<file path="config.mk">
export PLATFORM = sky130hd
export DESIGN_NAME = fetch_unit_flat
export DESIGN_NICKNAME = d
export VERILOG_FILES = /design/src/rtl/fetch_unit_if.sv /design/src/rtl/fetch_unit.sv /design/src/flat_wrapper.sv
export SDC_FILE = /design/constraint.sdc
export NUM_CORES = 1
export LEC_CHECK = 0
export ABC_CLOCK_PERIOD_IN_PS = 3900
export CORE_UTILIZATION = 65
export DETAILED_ROUTE_END_ITERATION = 16
export DONT_BUFFER_PORTS = 1
export PLACE_DENSITY = 0.81
export SLEW_MARGIN = 5
export SYNTH_ARGS = -nofsm -noshare
export SYNTH_HDL_FRONTEND = slang
export SYNTH_SLANG_ARGS = --single-unit
export TNS_END_PERCENT = 1
</file>
<file path="constraint.sdc">
create_clock -name clk -period 3.9 [get_ports clk]
set_input_delay 0.78 -clock clk [delete_from_list [all_inputs] [get_ports clk]]
set_output_delay 0.78 -clock clk [all_outputs]
set_load 0.05 [all_outputs]
</file>
<file path="src/rtl/fetch_unit_if.sv">
// Fetch-side bus: instruction memory read port plus the ir handshake toward decode.
// master = fetch_unit, slave = memory/decode side.
interface fetch_unit_if #(
   parameter int ADDR_W = 5,
   parameter int INST_W = 13
);
   logic [ADDR_W-1:0] mem_addr;
   logic [INST_W-1:0] mem_inst;
   logic [INST_W-1:0] ir;
   logic [ADDR_W-1:0] ir_pc;
   logic              ir_valid;
   logic              ir_ready;

   modport master (
      output mem_addr, ir, ir_pc, ir_valid,
      input  mem_inst, ir_ready
   );

   modport slave (
      input  mem_addr, ir, ir_pc, ir_valid,
      output mem_inst, ir_ready
   );
endinterface

</file>
<file path="src/rtl/fetch_unit.sv">
// Instruction fetch: PC, async-read memory address, ir register with valid/ready to decode.
// ir lands one edge after the PC presents its address; ir_ready low stalls pc and ir in place.
module fetch_unit #(
   parameter int                ADDR_W     = 5,
   parameter int                INST_W     = 13,
   parameter logic [ADDR_W-1:0] START_ADDR = '0,
   parameter bit                HALT_EN    = 1'b1,
   parameter logic [INST_W-1:0] HALT_WORD  = '0,
   parameter int                CNT_W      = 8
) (
   input  logic              clk,
   input  logic              rst,
   input  logic              start,
   input  logic              redirect,
   input  logic [ADDR_W-1:0] redirect_addr,
   fetch_unit_if.master      bus,
   output logic              busy,
   output logic              halted,
   output logic [CNT_W-1:0]  inst_count
);

   typedef enum logic [1:0] {IDLE, RUN, HALT} state_t;

   state_t            state;
   logic [ADDR_W-1:0] pc;
   logic [INST_W-1:0] ir_q;
   logic [ADDR_W-1:0] ir_pc_q;
   logic              ir_valid_q;

   logic xfer;
   logic load;
   logic is_halt;
   logic cnt_max;

   assign bus.mem_addr = pc;
   assign bus.ir       = ir_q;
   assign bus.ir_pc    = ir_pc_q;
   assign bus.ir_valid = ir_valid_q;

   assign xfer    = ir_valid_q && bus.ir_ready;
   assign load    = !redirect && (!ir_valid_q || bus.ir_ready);
   assign is_halt = (HALT_EN != 1'b0) && (bus.mem_inst == HALT_WORD);
   assign cnt_max = &inst_count;

   always_ff @(posedge clk) begin
      if (rst) begin
         state      <= IDLE;
         pc         <= START_ADDR;
         ir_q       <= '0;
         ir_pc_q    <= '0;
         ir_valid_q <= 1'b0;
         inst_count <= '0;
         busy       <= 1'b0;
         halted     <= 1'b0;
      end else begin
         if (xfer && !cnt_max)
            inst_count <= inst_count + CNT_W'(1);

         case (state)
            RUN: begin
               // redirect outranks both load and halt; the held word is flushed
               if (redirect) begin
                  pc         <= redirect_addr;
                  ir_valid_q <= 1'b0;
               end else if (load) begin
                  if (is_halt) begin
                     ir_valid_q <= 1'b0;
                     state      <= HALT;
                     busy       <= 1'b0;
                     halted     <= 1'b1;
                  end else begin
                     ir_q       <= bus.mem_inst;
                     ir_pc_q    <= pc;
                     ir_valid_q <= 1'b1;
                     pc         <= pc + ADDR_W'(1);
                  end
               end
            end
            IDLE, HALT: begin
               if (xfer)
                  ir_valid_q <= 1'b0;
               if (start) begin
                  state      <= RUN;
                  busy       <= 1'b1;
                  halted     <= 1'b0;
                  pc         <= START_ADDR;
                  inst_count <= '0;
               end
            end
            default: begin
               state  <= IDLE;
               busy   <= 1'b0;
               halted <= 1'b0;
            end
         endcase
      end
   end

endmodule
</file>
<file path="src/flat_wrapper.sv">
// flat-port wrapper written by rule: the top's interface ports become plain ports
module fetch_unit_flat 
#(
   parameter int                ADDR_W     = 5,
   parameter int                INST_W     = 13,
   parameter logic [ADDR_W-1:0] START_ADDR = '0,
   parameter bit                HALT_EN    = 1'b1,
   parameter logic [INST_W-1:0] HALT_WORD  = '0,
   parameter int                CNT_W      = 8
)
  (clk, rst, start, redirect, redirect_addr, busy, halted, inst_count, bus_mem_addr, bus_ir, bus_ir_pc, bus_ir_valid, bus_mem_inst, bus_ir_ready);
  fetch_unit_if #(.ADDR_W(ADDR_W), .INST_W(INST_W)) bus_i ();
  input  logic clk;
  input  logic rst;
  input  logic start;
  input  logic redirect;
  input  logic [ADDR_W-1:0] redirect_addr;
  output logic busy;
  output logic halted;
  output logic [CNT_W-1:0] inst_count;
  output wire logic [$bits(bus_i.mem_addr)-1:0] bus_mem_addr;
  output wire logic [$bits(bus_i.ir)-1:0] bus_ir;
  output wire logic [$bits(bus_i.ir_pc)-1:0] bus_ir_pc;
  output wire logic [$bits(bus_i.ir_valid)-1:0] bus_ir_valid;
  input wire logic [$bits(bus_i.mem_inst)-1:0] bus_mem_inst;
  input wire logic [$bits(bus_i.ir_ready)-1:0] bus_ir_ready;
  assign bus_mem_addr = bus_i.mem_addr;
  assign bus_ir = bus_i.ir;
  assign bus_ir_pc = bus_i.ir_pc;
  assign bus_ir_valid = bus_i.ir_valid;
  assign bus_i.mem_inst = bus_mem_inst;
  assign bus_i.ir_ready = bus_ir_ready;
  fetch_unit #(.ADDR_W(ADDR_W), .INST_W(INST_W), .START_ADDR(START_ADDR), .HALT_EN(HALT_EN), .HALT_WORD(HALT_WORD), .CNT_W(CNT_W)) u_core (.clk(clk), .rst(rst), .start(start), .redirect(redirect), .redirect_addr(redirect_addr), .bus(bus_i), .busy(busy), .halted(halted), .inst_count(inst_count));
endmodule
</file>
==> Word level (Yosys, flattened, before mapping) <==
Index checks and enable logic that the tools add are counted.
W data, S select, Z words.
{ "word_totals": {"elab_cells": 65, "mem_count": 0, "mem_bits_ro": 0, "latchBits": 0, "reg_bits": 36, "ram_bits": 0, "output_inout_bits": 34, "input_bits": 23} }
{ "op_classes": {"order_cmp": 0, "n_reduce_logical": 16, "add_sub_neg": 2, "n_bitwise": 2, "n_eq_ne": 9, "shift": 0, "multipliers": 0, "n_div": 0, "muxes": 28} }
{ "ops": {"columns": ["operator", "count"], "rows": [
  ["$mux W8", 3],
  ["$mux W5", 4],
  ["$logic_not A13 Y1", 1],
  ["$mux W1", 12],
  ["$reduce_and A4 Y1", 3],
  ["$pmux W5 S2", 1],
  ["$add A8 B1 Y8 const B", 1],
  ["$mux W2", 4],
  ["$reduce_and A8 Y1", 1],
  ["$ne A2 B1 Y1 const B", 3],
  ["$pmux W1 S2", 3],
  ["$add A5 B1 Y5 const B", 1],
  ["$ne A2 B2 Y1 const B", 2],
  ["$pmux W2 S2", 1],
  ["$logic_and A1 B1 Y1", 3],
  ["$logic_not A1 Y1", 3],
  ["$ne A3 B2 Y1 const B", 1],
  ["$ne A3 B3 Y1 const B", 1],
  ["$reduce_and A3 Y1", 1],
  ["$eq A2 B1 Y1 const B", 1],
  ["$eq A2 B2 Y1 const B", 1],
  ["$logic_not A2 Y1", 1],
  ["$not A1 Y1", 2],
  ["$reduce_bool A2 Y1", 1],
  ["other kinds (2)", 2]
]} }

==> Longest topological paths before layout <==
{ "logic_depth": {"word_depth": 6, "depth_mapped": 6, "ltp_nobuf": 6} }

==> Worst setup path after synthesis <==
Ideal clock, no wire load.
{ "synth_timing": {"kind": "reg-to-reg", "start": "register u_core.inst_count[0]", "end": "register u_core.inst_count[6]", "setup_time_ps": 124, "synth_period_minus_slack_ps": 1906, "arrival_ps": 1781, "path_stages_with_launch": 7, "t_required_ps": 3776, "setup_slack_ps": 1994, "cell_sequence": "dfxtp_1 -> ha_1 -> and3_1 -> or3b_1 -> nor2_2 -> xnor2_1 -> nor2_1"} }
{ "synth_via": {"elab_chain_len": 6, "elab_cells_between_ends": 7} }
{ "synth_rtl": {"columns": ["element", "line_no", "rtl"], "rows": [
  ["start, declared", "fetch_unit.sv:19", "output logic [CNT_W-1:0] inst_count"],
  ["start signal, assigned", "fetch_unit.sv:57", "inst_count <= inst_count + CNT_W'(1);"],
  ["parallel branches: the longest is 3 deep, another holds $add A8 B1 Y8", null, null],
  ["$mux W8 (*)", "fetch_unit.sv:56", "if (xfer && !cnt_max)"],
  ["$mux W8", "fetch_unit.sv:82", "if (start) begin"],
  ["$mux W8 (*)", "fetch_unit.sv:59", "case (state)"]
]} }
Every way passes the cells marked *.
A chain may end at the register's enable or synchronous reset.

==> Worst setup path in the final report <==
{ "layout_timing": {"start": "input bus_mem_inst[2]", "end": "register u_core.ir_q[11], in the netlist u_core.bus.ir[11]"} }
{ "layout_via": {"elab_chain_len": 3} }
{ "layout_rtl": {"columns": ["element", "line_no", "rtl"], "rows": [
  ["start, declared", "flat_wrapper.sv:25", "input wire logic [$bits(bus_i.mem_inst)-1:0] bus_mem_inst;"],
  ["$logic_not A13 Y1", "fetch_unit.sv:42", "assign is_halt = (HALT_EN != 1'b0) && (bus.mem_inst == HALT_WORD);"],
  ["$not A1 Y1 (no line)", null, null],
  ["$reduce_and A4 Y1 (no line)", null, null],
  ["end signal, assigned", "fetch_unit.sv:72", "ir_q <= bus.mem_inst;"],
  ["end, declared", "fetch_unit.sv:26", "logic [INST_W-1:0] ir_q;"]
]} }
Every way passes these cells.

==> summary.txt <==
Synth
  – Share of the synthesized area in the top cell type: 0.458
  – Post-synth EDFFs: 0
  – Top cell type by total area after synthesis: dfxtp_1
  – Synthesized area: ~1600 um2
  – Post-synth cell types: 37
  – Most used flip-flop cell after synthesis: dfxtp_1
  – Syn nets: slightly below 200
  – Synth Area per Inst: between 9 and 10 um2
  – Dominant cell by count in the synthesized netlist: dfxtp_1
  – YS warnings: 0
  – Post-synthesis sequential area ratio: 0.458
  – Post-synth ARST share: 0
  – Synth Register Bits: 36
  – Top post-synthesis cells by count: dfxtp_1 (36), nor2_1 (32), mux2i_1 (19)
  – Synth area leaders: dfxtp_1 (46%), mux2i_1 (12%), nor2_1 (7.6%)
  – Cells after synthesis: 171

Setup path
  – Worst Path Class, Setup: in2reg
  – Critical-path cell list: nor4_1, nand4_1, nand3_1, buf_4, mux2i_1, nor2_1
  – Max incr delay on CP: 430 ps
  – CP max-delay cell: nand3_1
  – CP startpoint kind: input port
  – Worst Setup End Kind: flip-flop
  – Worst Path Max Fanout: 12
  – Data arrival time of the critical path: 2400 ps
  – WP data required: between 4000 and 5000 ps

Pwr
  – Pwr/cell area: between 400 and 500 nW/um2
  – P_leak: 0.703 nW
  – VDD IR max: about 0.32 mV

Detailed routing
  – Routed wire length: roughly 3200 um
  – DR WL/cell: between 15 and 20 um
  – Met2 routed wirelength: 1490 um
  – Met3 wire length: 284 um
  – Initial DRC count: 28
  – Wire length on met1: 1340 um
  – Pre-Repair DR Iteration Count: 4
  – Vias per cell: 6.21
  – Post-DRT Antenna Nets: 0
  – Via count: 1249
  – Top Metal Used: met4
  – Post-route DRC: 0

STA
  – Worst-Margin Slew: 674 ps
  – Final period util: 0.553
  – Final setup fails: 0
  – Setup TNS: 0 ps
  – Max Fclk: 0.464 GHz
  – Clock Skew: 8.35 ps
  – Max-slew violations: 0
  – Worst rel slew slack: 0.550
  – Min Tclk post-route: 2160 ps
  – Hold Vio Cnt, Final: 0
  – RSZ-0062 raised after global routing: no

Floorplanning
  – Row count: 17
  – Die Y: 51.2 um
  – Core area: between 2000 and 2500 um2
  – Io pins: 57
  – Die width: roughly 51 um
  – Initial Util: 0.698
  – Die area: 2620 um2

Final layout
  – Multi-input gate area: ~800 um2
  – Final net count: 197
  – Ratio of cells with drive above 1 in the final layout: 0.0751
  – Area growth syn-to-layout: 3.82%
  – Total of fill cells in the finished design: 180
  – Register Area: 721 um2
  – Fin cells: 201
  – Antenna cells: 0

Placed design
  – Placer Congestion: roughly 0.78
  – Post-DP HPWL: about 2300 um
  – Cell count after placement: 193
  – Port bufs: 0

CTS
  – Worst-path clk slew: 100 ps
  – Post-CTS sizing: 0
  – CTS tree: yes
  – TritonCTS Sinks: 36
  – Clock tree buffer depth: 2
  – Skew-Pair Late Insertion Delay: about 340 ps
  – Number of hold buffers added after CTS: 0
  – Setup bufs post-CTS: 0
  – TritonCTS buffer count: 5
  – H-tree Lvls: 2
  – CTS Root Cell: clkbuf_4

Global routing
  – Vias in the first global route: 1197
  – Largest net degree at the start of global routing: 30
  – First-pass GRT wire length: 5140 um
  – GRT Total Usage: 0.270
  – Initial antenna violation count: 0
  – GRT overflow: 0

Status
  – Status: completed

Min path
  – Worst hold-check path type: in2reg

Run
  – MaxCap Viol Count: 0
placed cells by master (no fill, tap or decap), drive strengths merged, types with 2 or more instances in the layout:
cell type,n
xor2,4
o2bb2ai,4
nand2b,4
dfxtp,36
nor2b,3
inv,3
nor2,33
nand4,4
o21ai,8
nand3,3
and3,3
clkbuf,8
mux2i,19
ha,2
a21oi,10
and2,2
nand2,7
a22oi,2
nor4,2
nor3,4
power breakdown:
part / leakage, nW / total [W] / internal [W] / switching (W)
clock: 0.0326 / 0.000203 / 0.0000889 / 0.000114
sequential: 0.292 / 0.000427 / 0.000379 / 0.0000483
combinational: 0.378 / 0.0000467 / 0.0000217 / 0.0000250
logic make-up after synthesis:
family	after synthesis	share of synthesized area
muxes	19	0.121
buffers and inverters	10	0.0334
AOI/OAI and AO/OA	29	0.120
and+or+nand+nor	70	0.224
xor gates and xnor gates	5	0.0278
adders and majority gates	2	0.0159
DFF	36	0.458
per-layer routing:
layer | GRT usage | vias to the layer above
met5 | 0 | -
met4 | 0.122 | 0
met3 | 0.128 | 5
met2 | 0.434 | 52
met1 | 0.302 | 594
li1 | - | 598
worst max-delay path: cells and delay by family:
family,cells,cell delay [ps]
buffers and inverters,1,320
AND/OR/NAND/NOR,4,1050
multiplexers,1,250
stage by stage:
| stage | setup slack [ps] | hold WS, ps | utilization | total power (W) | instance area (um2) |
|---|---|---|---|---|---|
| 3_3_place_gp | 1490 | 474 | 0.699 | 0.000479 | 1580 |
| 3_5_place_dp | 1370 | 503 | 0.699 | 0.000483 | 1580 |
| 5_1_grt | 1580 | 465 | 0.725 | 0.000705 | 1630 |
| 2_1_floorplan | 1990 | 461 | - | 0.000478 | 1570 |
| 4_1_cts | 1760 | 480 | 0.725 | 0.000681 | 1630 |
| 6_report | 1740 | 494 | 0.725 | 0.000676 | 1630 |
state kept, by name, summed over array words and instances, names as in the netlist:
signal,cells
u_core.halted,1
u_core.bus.ir,13
u_core.state,2
u_core.bus.mem_addr,5
u_core.busy,1
u_core.bus.ir_valid,1
u_core.inst_count,8
u_core.bus.ir_pc,5
cell type report:
type                            count  share of cell area
Multi-Input combinational cell    125               0.490
Sequential cell                    36               0.441
Clock buffer                        8              0.0360
Timing Repair Buffer                1             0.00459
Inverter                            3             0.00689
Tap cell                           28              0.0214
final timing paths:
check | from | endpoint | slack, ps | depth (start not counted)
worst max-delay path | bus_mem_inst[2] | u_core.bus.ir[11] | 1740 | 6
worst min-delay path | rst | u_core.state[0] | 490 | 1
worst max register to register | u_core.bus.ir_valid | u_core.bus.ir[11] | 1820 | 5
worst min register to register | u_core.state[1] | u_core.state[1] | 520 | 2
No activity file was read; power rests on OpenSTA's default activity.
==> RTL change 1: new RTL, same settings <==
Register the output `inst_count` once more; this adds one clock of latency there. The other outputs are not delayed to match.
--- a/src/rtl/fetch_unit.sv
+++ b/src/rtl/fetch_unit.sv
@@ -21,6 +21,8 @@
 
    typedef enum logic [1:0] {IDLE, RUN, HALT} state_t;
 
+   logic [CNT_W-1:0] inst_count_s0;
+
    state_t            state;
    logic [ADDR_W-1:0] pc;
    logic [INST_W-1:0] ir_q;
@@ -40,7 +42,7 @@
    assign xfer    = ir_valid_q && bus.ir_ready;
    assign load    = !redirect && (!ir_valid_q || bus.ir_ready);
    assign is_halt = (HALT_EN != 1'b0) && (bus.mem_inst == HALT_WORD);
-   assign cnt_max = &inst_count;
+   assign cnt_max = &inst_count_s0;
 
    always_ff @(posedge clk) begin
       if (rst) begin
@@ -49,12 +51,12 @@
          ir_q       <= '0;
          ir_pc_q    <= '0;
          ir_valid_q <= 1'b0;
-         inst_count <= '0;
+         inst_count_s0 <= '0;
          busy       <= 1'b0;
          halted     <= 1'b0;
       end else begin
          if (xfer && !cnt_max)
-            inst_count <= inst_count + CNT_W'(1);
+            inst_count_s0 <= inst_count_s0 + CNT_W'(1);
 
          case (state)
             RUN: begin
@@ -84,7 +86,7 @@
                   busy       <= 1'b1;
                   halted     <= 1'b0;
                   pc         <= START_ADDR;
-                  inst_count <= '0;
+                  inst_count_s0 <= '0;
                end
             end
             default: begin
@@ -96,4 +98,8 @@
       end
    end
 
+   always_ff @(posedge clk) begin
+      inst_count <= inst_count_s0;
+   end
+
 endmodule
Function: changed (a bounded check fails within 4 cycles, from zero or initial values and one cycle with rst high).
==> RTL change 1 against the unedited design <==
- hold slack worse by 91 ps
- critical path depth is 2 lower
- sequential cell count increased by 8
- power increased by 26%
- critical endpoint is now u_core.bus.ir_pc[2]$_SDFFE_PP0P_
- clock skew up 3.6 ps
- area after synthesis increased by 19%
- largest cell class unchanged
- global-route usage down 1.1 points
- setup slack worse by 130 ps
- critical path type is now register to register
- cell area increased by 17%
- wire length grew 24%
==> RTL change 1: results (changes against the unedited design) <==
metric	value	unit	change
post-place instance area	0.00184	mm²	+17%
DRT iter0 DRCs	68		+140%
Layout area overhead	2.61	%	
Filler cells	236		+31%
HPWL after detailed placement	2750	µm	+19%
clock latency on the worst-skew pair	360	ps	+20 ps
Worst R2R Setup Slack	1610	ps	-210 ps
status	completed		
syn_nets	240		+22%
Post-Synth Adder-Cell Area	1.34	%	-0.25 points
worst min-delay path category	register to register		
xor-xnor portion of the synthesized cell area	1.40	%	-1.4 points
Seq/Total Area, Yosys	47.1	%	+1.3 points
pin count of the biggest net entering global routing	32		+6.7%
Worst Reg2Reg Path Length in Cells	4		-1
clock skew	11.9	ps	+3.55 ps
WHS Endpoint	u_core.inst_count[1]$_DFF_P_		
synth top area cells	dfxtp_1 47%, a21oi_1 6.7%, nand3_1 5.1%		
vias per cell	6.58		+5.8%
Max rail drop VDD	0.362	mV	+13%
worst hold path stage count	0		-1
layout cells sized above 1	7.14	%	-0.37 points
Synth cell types	43		+16%
Lkg Pwr	0.000653	µW	-7.1%
first-pass GRT wire length	6360	µm	+24%
CP Max Fanout	20		+8
multiplexer share of the synthesized area	1.07	%	-11 points
total global-route track usage	26.0	%	-1.1 points
Nets	234		+19%
complex-gate fraction of the synthesized area	22.3	%	+10 points
worst reg2reg endpoint	u_core.bus.ir_pc[2]$_SDFFE_PP0P_		
vias in the first global route	1453		+21%
Total Wirelength	3930	µm	+24%
via count	1585		+27%
RTL change 1: cell types whose count changed in the layout (fill, tap and decap cells not counted), sizes merged, moves of 6 or more:
cell,unedited run,this run
mux2i,19,2
a21oi,10,25
dfxtp,36,44
nor2,33,16
nand2,7,13
o21ai,8,27
nand3,3,19
RTL change 1: per-layer routing:
| layer | global-route usage (%) | vias to the layer above | routed length, µm |
|---|---|---|---|
| met3 | 11.4 | 5 | 344 |
| met5 | 0 | - | 0 |
| li1 | - | 773 | - |
| met1 | 30.3 | 742 | 1600 |
| met2 | 42.2 | 65 | 1940 |
| met4 | 9.64 | 0 | 46 |
RTL change 1: worst max-delay path, cell delays in order, from the launching register on:
cell     delay, ps
dfxtp_1        490
or3b_4         450
nor2_1         920
nand3_1        160
a21oi_1        210
RTL change 1: worst max path at each step:
stage / start / to / slack (ps)
detailed placement: redirect / u_core.state[1]$_SDFFE_PP0P_ / 1410
CTS: u_core.state[0]$_SDFFE_PP0P_ / u_core.bus.ir_pc[2]$_SDFFE_PP0P_ / 1650
global placement: redirect / u_core.state[1]$_SDFFE_PP0P_ / 1470
floorplan: redirect / u_core.bus.ir[7]$_SDFFE_PP0P_ / 1800
global route: u_core.state[0]$_SDFFE_PP0P_ / u_core.state[1]$_SDFFE_PP0P_ / 1430
finish: u_core.state[0]$_SDFFE_PP0P_ / u_core.bus.ir_pc[2]$_SDFFE_PP0P_ / 1610
RTL change 1: power breakdown:
part           internal [µW]  switching (µW)
Combinational           20.0            26.9
Clock                    137             153
Sequential               461            50.4
RTL change 1: area by class of cell:
class                           instances  share of cell area [%]
Sequential cell                        44                    45.9
Tap cell                               31                    2.02
Timing Repair Buffer                    1                   0.391
Clock buffer                            5                    1.96
Clock inverter                          3                    2.41
Inverter                                4                   0.782
Multi-Input combinational cell        153                    46.5
==> RTL change 2: new RTL, config.mk and constraints unchanged <==
Without the edit above. `CNT_W` is set to 8 in 2 places; all go to 7.
--- a/src/rtl/fetch_unit.sv
+++ b/src/rtl/fetch_unit.sv
@@ -6,7 +6,7 @@
    parameter logic [ADDR_W-1:0] START_ADDR = '0,
    parameter bit                HALT_EN    = 1'b1,
    parameter logic [INST_W-1:0] HALT_WORD  = '0,
-   parameter int                CNT_W      = 8
+   parameter int                CNT_W      = 7
 ) (
    input  logic              clk,
    input  logic              rst,
--- a/src/flat_wrapper.sv
+++ b/src/flat_wrapper.sv
@@ -6,7 +6,7 @@
    parameter logic [ADDR_W-1:0] START_ADDR = '0,
    parameter bit                HALT_EN    = 1'b1,
    parameter logic [INST_W-1:0] HALT_WORD  = '0,
-   parameter int                CNT_W      = 8
+   parameter int                CNT_W      = 7
 )
   (clk, rst, start, redirect, redirect_addr, busy, halted, inst_count, bus_mem_addr, bus_ir, bus_ir_pc, bus_ir_valid, bus_mem_inst, bus_ir_ready);
   fetch_unit_if #(.ADDR_W(ADDR_W), .INST_W(INST_W)) bus_i ();
Ports: changed (resized inst_count); port bits go from 57 to 56. The function was not compared with the original's and may differ.
==> RTL change 2 against the unedited design <==
- count of clock-buffer cells in the layout unchanged
- largest cell class unchanged
- synthesized cell count decreased by 7.0%
- non-clock buffer count down 1
- wire length down 8.3%
- power rose by 0.70%
- setup slack better by 160 ps
- area after synthesis decreased by 4.6%
- first-iteration DRC count decreased by 39%
- sequential cell count decreased by 1
- sequential share of layout area up 0.77 points
- final cell count fell by 5.5%
- cell area is 4.4% lower
==> RTL change 2: results (changes against the unedited design) <==
metric	value	unit	change
multiplexer share of the synthesized area	12.0	%	-0.083 points
worst reg2reg endpoint	u_core.bus.ir[2]$_SDFFE_PP0P_		
pin count of the biggest net entering global routing	28		-6.7%
hold_sp	u_core.state[1]$_SDFFE_PP0P_		
Least-Margin Pin Slew	670	ps	-4.28 ps
HPWL after detailed placement	2190	µm	-5.5%
Lkg Pwr	0.000669	µW	-4.7%
Worst Setup SP	bus_mem_inst[9]		
commonest cells in the netlist	35 x dfxtp_1, 29 x nor2_1, 18 x mux2i_1		
syn_nets	184		-6.1%
GP Congestion	0.773		-1.4%
xor-xnor portion of the synthesized cell area	2.33	%	-0.45 points
vias per cell	5.98		-3.7%
P_sw	185	µW	-0.89%
status	completed		
vias in the first global route	1143		-4.5%
Worst R2R Setup Slack	1930	ps	+110 ps
layout cells sized above 1	8.64	%	+1.1 points
synth top area cells	dfxtp_1 47%, mux2i_1 12%, nor2_1 7.2%		
CP Max Fanout	19		+7
routed length per placed instance	15.3	µm	-3.0%
Worst Reg2Reg Path Length in Cells	4		-1
complex-gate fraction of the synthesized area	12.5	%	+0.50 points
clock skew	7.85	ps	-0.495 ps
Nets	186		-5.6%
worst min-delay path category	register to register		
==> RTL change 2: cell types whose count changed in the layout (fill, tap and decap cells not counted), moves of 2 or more <==
cell	unedited run	this run
nor2_1	32	29
a22oi_1	2	0
nor3_1	4	1
a221o_1	0	4
o21ai_0	8	3
and2_1	2	4
o21ai_1	0	2
nor2b_1	3	1
nand4_1	4	2
a21oi_1	9	12
o2bb2ai_1	4	0
==> RTL change 2: cells by family after synthesis <==
group           after synthesis
compound gates               27
flops                        35
simple gates                 64
mux                          18
buf+inv                       9
fa+ha+maj                     2
xor+xnor                      4
==> RTL change 2: stage by stage <==
step | cell area, µm² | power (µW) | instances | util (%) | worst slack [ps]
after floorplan | 1500 | 469 | 159 | - | 1950
after global placement | 1490 | 469 | 182 | 68.1 | 1740
after detailed placement | 1490 | 472 | 182 | 68.1 | 1550
after CTS | 1560 | 684 | 190 | 71.3 | 1900
after global routing | 1560 | 707 | 190 | 71.3 | 1710
final | 1560 | 681 | 190 | 71.3 | 1910
==> RTL change 2: final cells by class <==
class | count | area (µm²) | area share (%)
multi-input cells | 115 | 742 | 47.5
flip-flops and latches | 35 | 701 | 44.9
clock buffers | 8 | 68.8 | 4.41
well taps | 28 | 35.0 | 2.24
inverters | 4 | 15.0 | 0.962
==> RTL change 2: power groups by stage <==
stage	Sequential [µW]	Combinational (µW)	Clock [µW]
2_1_floorplan	423	45.3	0
3_3_place_gp	426	42.3	0
3_5_place_dp	427	44.7	0
4_1_cts	419	44.8	221
5_1_grt	420	50.4	236
6_report	419	44.4	218
==> RTL change 2: critical path, cell delays in order <==
cell	delay, ps
nor4_1	320
nand4_1	270
nand3_2	520
mux2i_1	260
nor2_1	50
==> RTL change 2: worst min path at each step <==
stage	to	slack, ps	cells past startpoint
finish	u_core.state[1]$_SDFFE_PP0P_	510	2
global route	u_core.bus.ir[3]$_SDFFE_PP0P_	490	1
CTS	u_core.bus.mem_addr[2]$_SDFFE_PP0P_	500	1
detailed placement	u_core.state[1]$_SDFFE_PP0P_	500	2
global placement	u_core.state[1]$_SDFFE_PP0P_	470	2
floorplan	u_core.state[1]$_SDFFE_PP0P_	460	2
==> RTL change 2: metal layers <==
layer / share of wire [%] / vias to the layer above / global-route usage [%]
met5: 0 / - / 0
met3: 7.2 / 4 / 9.88
met2: 51 / 41 / 43.8
li1: - / 559 / -
met4: 1.0 / 0 / 11.0
met1: 41 / 533 / 26.1
